[src/rtl/spi_define.sv]
// Shared SPI definitions: frame-width encodings, target FSM
// states and frame-size helpers.
package spi_define;

    localparam logic [1:0] SPI_TRANS_8_BITS  = 2'b00;
    localparam logic [1:0] SPI_TRANS_16_BITS = 2'b01;
    localparam logic [1:0] SPI_TRANS_24_BITS = 2'b10;
    localparam logic [1:0] SPI_TRANS_32_BITS = 2'b11;

    localparam int SPI_SLV_CNT_WIDTH = 6;

    typedef logic [SPI_SLV_CNT_WIDTH-1:0] spi_cnt_t;

    typedef enum logic {
        SPI_SLV_IDLE   = 1'b0,
        SPI_SLV_ACTIVE = 1'b1
    } spi_slv_state_e;

    // Number of bits in a frame for a given width code.
    function automatic spi_cnt_t spi_frame_bits(input logic [1:0] dtb);
        return spi_cnt_t'({dtb, 3'b000}) + spi_cnt_t'(8);
    endfunction

    // Mask covering the low n bits of a 32-bit word.
    function automatic logic [31:0] spi_frame_mask(input spi_cnt_t n);
        if (n >= spi_cnt_t'(32))
            return '1;
        return (32'd1 << n) - 32'd1;
    endfunction

endpackage

[src/rtl/spi_slave_sync.sv]
// Pad-input synchronisers for the SPI target, plus
// single-cycle edge pulses for sck and cs_n.
module spi_slave_sync #(
    parameter int SYNC_STAGES = 2
) (
    input  logic clk,
    input  logic rst_n,
    input  logic sck,
    input  logic cs_n,
    input  logic mosi,
    output logic sck_rise,
    output logic sck_fall,
    output logic cs_rise,
    output logic cs_fall,
    output logic mosi_s
);

    logic [SYNC_STAGES-1:0] sck_q;
    logic [SYNC_STAGES-1:0] cs_q;
    logic [SYNC_STAGES-1:0] mosi_q;
    logic                   sck_d;
    logic                   cs_d;
    logic                   sck_s;
    logic                   cs_s;

    assign sck_s  = sck_q[SYNC_STAGES-1];
    assign cs_s   = cs_q[SYNC_STAGES-1];
    assign mosi_s = mosi_q[SYNC_STAGES-1];

    // Shift pad values through the synchroniser chains; cs_n idles deselected.
    always_ff @(posedge clk or negedge rst_n) begin
        if (!rst_n) begin
            sck_q  <= '0;
            cs_q   <= '1;
            mosi_q <= '0;
            sck_d  <= 1'b0;
            cs_d   <= 1'b1;
        end else begin
            sck_q  <= {sck_q[SYNC_STAGES-2:0], sck};
            cs_q   <= {cs_q[SYNC_STAGES-2:0], cs_n};
            mosi_q <= {mosi_q[SYNC_STAGES-2:0], mosi};
            sck_d  <= sck_s;
            cs_d   <= cs_s;
        end
    end

    assign sck_rise = sck_s & ~sck_d;
    assign sck_fall = ~sck_s & sck_d;
    assign cs_rise  = cs_s & ~cs_d;
    assign cs_fall  = ~cs_s & cs_d;

endmodule

[src/rtl/spi_slave_core.sv]
// SPI target core for modes 0-3 with 8/16/24/32-bit frames,
// a single-entry TX holding register and an RX holding register.
module spi_slave_core
    import spi_define::*;
#(
    parameter int          SYNC_STAGES = 2,
    parameter logic [31:0] TX_FILL     = '0
) (
    input  logic        clk_i,
    input  logic        rst_n_i,
    input  logic        en_i,
    input  logic        cpol_i,
    input  logic        cpha_i,
    input  logic        lsb_i,
    input  logic [1:0]  dtb_i,
    input  logic        clr_i,
    input  logic        sck_i,
    input  logic        cs_n_i,
    input  logic        mosi_i,
    output logic        miso_o,
    output logic        miso_en_o,
    input  logic        tx_valid_i,
    output logic        tx_ready_o,
    input  logic [31:0] tx_data_i,
    output logic        rx_valid_o,
    input  logic        rx_ready_i,
    output logic [31:0] rx_data_o,
    output logic        busy_o,
    output logic        ovf_o,
    output logic        udf_o
);

    logic sck_rise, sck_fall, cs_rise, cs_fall, mosi_s;

    spi_slave_sync #(
        .SYNC_STAGES(SYNC_STAGES)
    ) u_sync (
        .clk     (clk_i),
        .rst_n   (rst_n_i),
        .sck     (sck_i),
        .cs_n    (cs_n_i),
        .mosi    (mosi_i),
        .sck_rise(sck_rise),
        .sck_fall(sck_fall),
        .cs_rise (cs_rise),
        .cs_fall (cs_fall),
        .mosi_s  (mosi_s)
    );

    spi_slv_state_e state;
    logic [1:0]     dtb_q;
    spi_cnt_t       cnt;
    logic [31:0]    tx_sh, rx_sh, tx_hold;
    logic           tx_full, first_lead, done;

    logic           lead, trail, start, stop, act;
    logic           samp_ev, shft_ev, last, reload;
    spi_cnt_t       n_new, n_cur;
    logic [31:0]    tx_src, tx_load, rx_nxt, rx_word;

    // Decode edge roles, frame events and the next shifter contents.
    always_comb begin
        lead    = cpol_i ? sck_fall : sck_rise;
        trail   = cpol_i ? sck_rise : sck_fall;
        start   = (state == SPI_SLV_IDLE) && cs_fall && en_i;
        stop    = (state == SPI_SLV_ACTIVE) && (cs_rise || !en_i);
        act     = (state == SPI_SLV_ACTIVE) && !stop;
        samp_ev = act && (cpha_i ? trail : lead) && (cnt != '0);
        shft_ev = act && (cpha_i ? lead : trail);
        last    = samp_ev && (cnt == spi_cnt_t'(1));
        reload  = start || (last && cpha_i) || (shft_ev && !cpha_i && done);
        n_new   = spi_frame_bits(dtb_i);
        n_cur   = spi_frame_bits(dtb_q);
        tx_src  = tx_full ? tx_hold : TX_FILL;
        tx_load = lsb_i ? (tx_src & spi_frame_mask(n_new))
                        : (tx_src << (spi_cnt_t'(32) - n_new));
        rx_nxt  = lsb_i ? {mosi_s, rx_sh[31:1]} : {rx_sh[30:0], mosi_s};
        rx_word = lsb_i ? (rx_nxt >> (spi_cnt_t'(32) - n_cur))
                        : (rx_nxt & spi_frame_mask(n_cur));
    end

    // Frame FSM: state, bit counter and both shifters.
    always_ff @(posedge clk_i or negedge rst_n_i) begin
        if (!rst_n_i) begin
            state      <= SPI_SLV_IDLE;
            dtb_q      <= SPI_TRANS_8_BITS;
            cnt        <= '0;
            tx_sh      <= '0;
            rx_sh      <= '0;
            first_lead <= 1'b0;
            done       <= 1'b0;
        end else if (stop) begin
            state      <= SPI_SLV_IDLE;
            cnt        <= '0;
            rx_sh      <= '0;
            first_lead <= 1'b0;
            done       <= 1'b0;
        end else begin
            if (start)
                state <= SPI_SLV_ACTIVE;
            if (reload) begin
                dtb_q      <= dtb_i;
                cnt        <= n_new;
                tx_sh      <= tx_load;
                rx_sh      <= '0;
                first_lead <= cpha_i;
                done       <= 1'b0;
            end else if (samp_ev) begin
                rx_sh <= last ? '0 : rx_nxt;
                cnt   <= cnt - spi_cnt_t'(1);
                done  <= last;
            end else if (shft_ev) begin
                if (first_lead)
                    first_lead <= 1'b0;
                else
                    tx_sh <= lsb_i ? (tx_sh >> 1) : (tx_sh << 1);
            end
        end
    end

    // TX holding register and sticky underflow flag.
    always_ff @(posedge clk_i or negedge rst_n_i) begin
        if (!rst_n_i) begin
            tx_hold <= '0;
            tx_full <= 1'b0;
            udf_o   <= 1'b0;
        end else begin
            if (reload && tx_full)
                tx_full <= 1'b0;
            else if (tx_valid_i && !tx_full) begin
                tx_hold <= tx_data_i;
                tx_full <= 1'b1;
            end
            if (reload && !tx_full)
                udf_o <= 1'b1;
            else if (clr_i)
                udf_o <= 1'b0;
        end
    end

    // RX holding register and sticky overflow flag.
    always_ff @(posedge clk_i or negedge rst_n_i) begin
        if (!rst_n_i) begin
            rx_valid_o <= 1'b0;
            rx_data_o  <= '0;
            ovf_o      <= 1'b0;
        end else begin
            if (last) begin
                if (rx_valid_o && !rx_ready_i)
                    ovf_o <= 1'b1;
                else begin
                    rx_data_o  <= rx_word;
                    rx_valid_o <= 1'b1;
                end
            end else if (rx_valid_o && rx_ready_i)
                rx_valid_o <= 1'b0;
            if (clr_i && !(last && rx_valid_o && !rx_ready_i))
                ovf_o <= 1'b0;
        end
    end

    assign miso_o     = lsb_i ? tx_sh[0] : tx_sh[31];
    assign miso_en_o  = (state == SPI_SLV_ACTIVE);
    assign busy_o     = (state == SPI_SLV_ACTIVE);
    assign tx_ready_o = !tx_full;

endmodule

[config.mk]
export PLATFORM = sky130hd
export DESIGN_NAME = spi_slave_core
export DESIGN_NICKNAME = d
export VERILOG_FILES = /design/src/rtl/spi_define.sv /design/src/rtl/spi_slave_sync.sv /design/src/rtl/spi_slave_core.sv
export SDC_FILE = /design/constraint.sdc
export NUM_CORES = 1
export LEC_CHECK = 0
export CAP_MARGIN = 5
export CORE_ASPECT_RATIO = 0.5
export CORE_MARGIN = 3
export CORE_UTILIZATION = 55
export DETAILED_ROUTE_END_ITERATION = 7
export PLACE_DENSITY = 0.88
export SLEW_MARGIN = 10
export SYNTH_ARGS = -nofsm -noshare
export SYNTH_HDL_FRONTEND = slang
export SYNTH_SLANG_ARGS = --single-unit
[constraint.sdc]
create_clock -name clk_i -period 2.7 [get_ports clk_i]
set_input_delay 0.54 -clock clk_i [delete_from_list [all_inputs] [get_ports clk_i]]
set_output_delay 0.54 -clock clk_i [all_outputs]
set_load 0.01 [all_outputs]
==> results.sh <==
export IMPL_rrSetupSlack_ns=0.34
export IMPL_crit_slowest_cell="clkdlybuf4s50_1"
export IMPL_ff2ff_path_depth=7
export IMPL_vias=7350
export IMPL_final_hold_violation_count=0
export IMPL_via_per_inst=6.49
export IMPL_antenna_found_initial=0
export IMPL_fp_dieH_um=94.7
export IMPL_coreArea_um2=14900
export IMPL_crit_buf_inv=3
export IMPL_portBuffers=84
export IMPL_grt_usage_pct=27.2
export IMPL_period_needed_ns=2.39
export IMPL_dp_hpwl_mm=15.3
export IMPL_synth_area_um2=8650
export IMPL_clkTransAtPathRegs_ns=0.06
export IMPL_setup_viol=0
export IMPL_num_rows=31
export IMPL_synthAdderAreaFrac_pct=1.30
export IMPL_startpoint_type="input pin"
export IMPL_critical_path_top_delay_family="compound AO/OA/AOI/OAI gates"
export IMPL_cts_root_buffer="clkbuf_16"
export IMPL_leakagePower_nw=4.21
export IMPL_htree_levels=4
export IMPL_initial_core_util_pct=58.0
export IMPL_avgRoutedWirePerCell_um=20.6
export IMPL_die_area_um2=17400
export IMPL_fin_crit_sh_pct=88.5
export IMPL_cts_sinks=151
export IMPL_slew_viol_final=0
export IMPL_netlist_instances=865
export IMPL_tightest_slew_ns=0.842
export IMPL_avgSynthCellArea_um2=10.0
export IMPL_synth_compound_area_share_pct=18.6
export IMPL_synth_seq_cells=151
export IMPL_cts_buffers=17
export IMPL_syn_num_nets=920
export IMPL_drt_iter0_drc=957
export IMPL_max_freq_mhz=418
export IMPL_hp_class="input pin to asynchronous set/reset pin"
export IMPL_tritoncts="done"
export IMPL_critical_path_class="input pin to flop"
export IMPL_holdBufCountCts=0
export IMPL_pin_count=85
export IMPL_netlist_top_cells_area="dfrtp_1, mux2_2, mux2i_1, nand2_1, a21oi_1"
export IMPL_muxShareOfSynthArea_pct=18.9
export IMPL_relSlewSlack_pct=43.9
export IMPL_cap_violations=0
export IMPL_worstSkewPairLatency_ns=0.42
export IMPL_place_gp_congestion=0.943
export IMPL_synth_top_cell_area_share_pct=42.8
export IMPL_cp_max_fo=9
export IMPL_ant_nets=0
export IMPL_crit_arrival_ns=2.65
export IMPL_cp_num_cells=8
export IMPL_diodes=0
export IMPL_area_growth_pct=19.7
export IMPL_synth_simple_area_share_pct=11.6
export IMPL_power_density_nw_per_um2=761
export IMPL_async_reset_ff_share_pct=100
export IMPL_grt_overflow_total=0
export IMPL_cp_required_ns=2.96
export IMPL_synth_top_family_by_area="multiplexers"
export IMPL_crit_path_end_kind="flop"
export IMPL_final_common_cell="dfrtp_1"
export IMPL_rsz0062_at_grt="no"
export IMPL_grt_pass1_vias=7201
export IMPL_cp_slowest_stage_delay_ns=0.52
export IMPL_finalClockSkew_ns=0.00789
export IMPL_synth_xor_area_share_pct=0.289
export IMPL_grt_pass1_wl_mm=37.8
export IMPL_dieWidth_um=183
export IMPL_ys_warn_count=0
export IMPL_synthFlopType="dfrtp_1"
export IMPL_synth_edff_count=0
export IMPL_fillerInstances=996
export IMPL_vdd_drop_max_uv=445
export IMPL_final_nets=977
export IMPL_drt_pass1_iter_count=6
export IMPL_drt_wl_total_mm=23.3
export IMPL_fin_util_pct=69.4
export IMPL_cts_setup_buffers=0
export IMPL_yosysUniqueCellTypes=61
export IMPL_drive_gt1_share_pct=16.6
export IMPL_layout_common_cells="dfrtp_1, nand2_1, clkdlybuf4s50_1"
export IMPL_cts_buffer_depth=2
export IMPL_status="finished clean"
export IMPL_yosys_area_top_type="dfrtp_1"
export IMPL_final_setup_tns_ns=0
export IMPL_grt_max_degree=80
export IMPL_cts_resized=0
export IMPL_yosysSeqAreaShare_pct=43.7
export IMPL_worstPathCellList="clkdlybuf4s50_1, inv_1, ha_1, clkinv_1, a22o_1, a221oi_1, a211o_1, o21ai_0"
export IMPL_drc=0
worst paths after layout:
check,start,end
setup reg to reg,dtb_q[1],rx_data_o[23]
min in group clk_i,u_sync.sck_q[0],u_sync.sck_q[1]
max in group asynchronous,rst_n_i,tx_sh[11]
hold reg to reg,u_sync.sck_q[0],u_sync.sck_q[1]
hold / removal,rst_n_i,rx_data_o[24]
setup / recovery,dtb_i[1],tx_sh[28]
worst register-to-register path, cell delays in order (launching register included):
cell	delay, ns
dfrtp_1	0.46
inv_1	0.08
ha_1	0.84
nor2b_1	0.31
nand2_1	0.13
o21ai_0	0.09
a22oi_1	0.22
a21oi_1	0.11
area by class of cell:
class / count / area, um^2 / area share (%)
clock buffers: 19 / 443 / 4.28
well taps: 198 / 248 / 2.39
multi-input cells: 614 / 4390 / 42.4
clock inverters: 12 / 200 / 1.93
repair buffers: 114 / 1200 / 11.6
inverters: 24 / 90.1 / 0.870
flip-flops and latches: 151 / 3780 / 36.5
flip-flops by register name (all words and copies together), names as in the netlist, 6 cells and up:
register	cells
rx_sh	32
rx_data_o	32
tx_sh	32
cnt	6
tx_hold	32
logic make-up (layout without fill, tap and decap cells):
| logic type | Yosys count | count (layout) |
|---|---|---|
| AOI/OAI and AO/OA | 240 | 240 |
| xor gates and xnor gates | 2 | 2 |
| adders and majority gates | 9 | 9 |
| buffers and inverters | 100 | 169 |
| DFF | 151 | 151 |
| muxes | 145 | 145 |
| and+or+nand+nor | 218 | 218 |
layer usage:
layer	share of wire (%)	vias up	global-route usage, %
met4	3.3	0	10.5
met1	42	3589	36.6
met3	7.7	75	4.62
li1	-	3276	-
met2	47	410	44.8
met5	0	-	0
cells in the mapped netlist, types with 19 or more instances:
master	n
a21oi_1	71
a22oi_1	19
buf_2	31
clkbuf_1	29
dfrtp_1	148
inv_1	22
mux2_2	67
mux2i_1	70
nand2_1	95
nor2_1	55
o21ai_0	46
o32ai_1	32
where the power goes:
| group | total [W] | leakage (nW) | internal [W] | switching [W] |
|---|---|---|---|---|
| clock | 0.00261 | 0.317 | 0.00166 | 0.000950 |
| combinational | 0.00197 | 1.93 | 0.000980 | 0.000993 |
| sequential | 0.00329 | 1.97 | 0.00273 | 0.000561 |
through the flow:
stage	power (W)	hold WS, ns	cell area, um^2	setup WS, ns	std cells
finish	0.00788	0.0400	10400	0.310	1132
global route	0.00819	0.0631	10400	0.108	1132
CTS	0.00783	0.0547	10400	0.339	1132
detailed placement	0.00519	0.339	9720	0.0493	1101
global placement	0.00509	0.335	9720	0.0972	1101
floorplan	0.00450	0.244	8650	0.239	865
Power figures use the tool's default switching activity.
==> edit: new RTL, same flow settings <==
`SYNC_STAGES` is set to 2 in 2 places; all go to 4.
--- a/src/rtl/spi_slave_sync.sv
+++ b/src/rtl/spi_slave_sync.sv
@@ -1,7 +1,7 @@
 // Pad-input synchronisers for the SPI target, plus
 // single-cycle edge pulses for sck and cs_n.
 module spi_slave_sync #(
-    parameter int SYNC_STAGES = 2
+    parameter int SYNC_STAGES = 4
 ) (
     input  logic clk,
     input  logic rst_n,
--- a/src/rtl/spi_slave_core.sv
+++ b/src/rtl/spi_slave_core.sv
@@ -3,7 +3,7 @@
 module spi_slave_core
     import spi_define::*;
 #(
-    parameter int          SYNC_STAGES = 2,
+    parameter int          SYNC_STAGES = 4,
     parameter logic [31:0] TX_FILL     = '0
 ) (
     input  logic        clk_i,
Function: changed (a bounded check fails within 4 cycles, from zero or initial values and one cycle with rst_n_i low).
==> edit against the original RTL <==
Critical path depth is the same. Via count shrank 9.6%. Core utilization grew 0.15 points. Worst setup slack lost 0.12 ns. Area after synthesis grew 0.62%. Total power shrank 2.6%. Sequential cell count grew 6. Largest cell class unchanged. Routed wire length shrank 9.6%. Synthesized cell count shrank 9.0%. Cell area grew 0.48%. First-iteration DRC count shrank 43%. Cell count shrank 5.5%. Clock power shrank 7.7%.
==> edit: results (changes against the original RTL) <==
======================================================================================
Outcome                                                                   complete, no violations
Warnings from Yosys                                                                  0   unchanged
Number of nets at the end of the flow                                              914   -6.4%
Worst hold margin                                                            0.1027 ns   +0.06272 ns
DP Worst Slack                                                             -0.04808 ns   -0.09735 ns
Share of the yosys chip area belonging to registers                             0.4519   +0.01483
Number of DRC markers after the initial detailed-route iteration                   544   -43%
Average wire per standard cell                                            19.71 microns   -4.4%
Global routing usage on met3                                                   0.05233   +0.006156
Placer congestion estimate                                                      0.9269   -1.7%
Via count of the first global-routing pass                                       6,709   -6.8%
Library cell used as clock root buffer                                       clkbuf_16
Largest net degree at the start of global routing                                   66   -18%
Power spent charging and discharging nets                                   0.002512 W   +0.32%
Overall track demand over capacity in global routing                            0.2551   -0.01706
Synthesized Nets                                                                   842   -8.5%
Max Clock Skew                                                             0.009470 ns   +0.001577 ns
Routing usage on met1                                                           0.3553   -0.01052
Clock slew at the register clock pins of the worst setup and hold paths        0.07 ns
Clk Latency, worst-skew pair                                                   0.43 ns
Data arrival time of the critical path                                         2.86 ns   +0.21 ns
Main area contributors after synthesis                                    dfrtp_1, mux2i_1, mux2_2
Synth unique cells                                                                  56   -8.2%
Buffers inserted during post-CTS setup optimization                                  0   unchanged
Hold Crit Class                                                            in -> async
Port bufs                                                                           84   unchanged
Fraction of final layout cells sized beyond drive strength 1                    0.2167   +0.05079
Met2 track demand over resource in global routing                               0.4025   -0.04594
Highest cell delay on the worst timing path                                    0.50 ns   -0.02 ns
Final cycle utilization of the critical path                                    0.9292   +0.04387
Sum of net half-perimeters after detailed placement                       14,610 microns   -4.4%
Global-route wire length before repair                                    35,150 microns   -7.0%
Count of vias placed by the detailed router                                      6,644   -9.6%
LEAKAGE                                                                       4.253 nW   +0.98%
Synth top cells by count                                                  dfrtp_1, mux2i_1, nand2_1
CP max FO                                                                            9   unchanged
Detailed Routing Iterations Pass 1                                                   5   -1
Maximum clock path buffer count                                                      2   unchanged
Filler Cells Inserted                                                            1,072   +7.6%
H-tree depth reported by CTS                                                         4   unchanged
Max transition margin                                                           0.3817   -0.05707
Worst ir drop on vdd                                                         0.5232 mV   +18%
Number of antenna violations at the first check in global routing                    0   unchanged
Remaining global-route overflow                                                      0   unchanged
Number of buffers created by CTS                                                    17   unchanged
Worst reg-to-reg setup slack                                                   0.19 ns   -0.15 ns
Cell at the slowest stage of the critical path                                    ha_1
Asr flop ratio synth                                                             1.000   unchanged
CTS-repair resized insts                                                             0   unchanged
Total inserted antenna cells                                                         0   unchanged
Top cell family by delay on the critical path                             compound AO/OA/AOI/OAI gates
======================================================================================
==> edit: cell count changes after synthesis, sizes merged, moves of 11 or more <==
| cell | before | now |
|---|---|---|
| a211oi | 0 | 17 |
| a21oi | 71 | 52 |
| a221oi | 12 | 0 |
| a32oi | 2 | 15 |
| buf | 47 | 33 |
| mux2i | 70 | 82 |
| nand2 | 97 | 73 |
| nand2b | 14 | 3 |
| nand3 | 18 | 5 |
| nor2 | 55 | 27 |
| o2bb2ai | 0 | 32 |
| o32ai | 32 | 0 |
==> edit: stage by stage <==
stage	std cells	instance area (sq um)	TNS [ns]
after detailed placement	1038	9819	-0.1774
after global placement	1038	9819	-0.1538
final	1070	10410	0
after global routing	1070	10410	0
after CTS	1070	10410	0
after floorplan	787	8716	0
==> edit: cells by family after synthesis <==
logic type	after synthesis	synth area share
compound gates	218	0.1895
simple gates	168	0.09626
mux	157	0.2033
flops	157	0.4519
buf+inv	77	0.04511
fa+ha+maj	9	0.01293
xor+xnor	1	0.001006
==> edit: worst paths after layout <==
kind                                          to        startpoint  cells past startpoint
worst min register to register  u_sync.mosi_q[1]  u_sync.mosi_q[0]                      0
min in group clk_i              u_sync.mosi_q[1]  u_sync.mosi_q[0]                      0
worst max register to register     rx_data_o[28]          dtb_q[1]                      8
max in group asynchronous           rx_data_o[0]           rst_n_i                      2
worst max-delay path               rx_data_o[28]          dtb_q[1]                      8
worst min-delay path             u_sync.sck_q[1]           rst_n_i                      1
==> edit: power groups by stage <==
stage,clock [W],combinational [W],sequential [W]
final,0.00241,0.00190,0.00337
after global routing,0.00254,0.00207,0.00341
after CTS,0.00245,0.00190,0.00334
after detailed placement,0,0.00187,0.00338
after global placement,0,0.00179,0.00335
after floorplan,0,0.00143,0.00314
==> edit: final cells by class <==
cell class,count,area [sq um],area share
multi-input combinational,553,4392,0.4219
sequential,157,3935,0.3781
timing repair buffer,116,1192,0.1146
clock buffer,17,425.4,0.04087
tap,198,247.7,0.02380
clock inverter,15,163.9,0.01575
inverter,14,52.55,0.005049
==> edit: routing by layer <==
| metal | wire length (microns) | vias to the layer above | share of wire |
|---|---|---|---|
| met5 | 0 | - | 0 |
| met4 | 444 | 0 | 0.021 |
| met3 | 1377 | 49 | 0.065 |
| met2 | 9717 | 277 | 0.46 |
| met1 | 9546 | 3280 | 0.45 |
| li1 | - | 3038 | - |
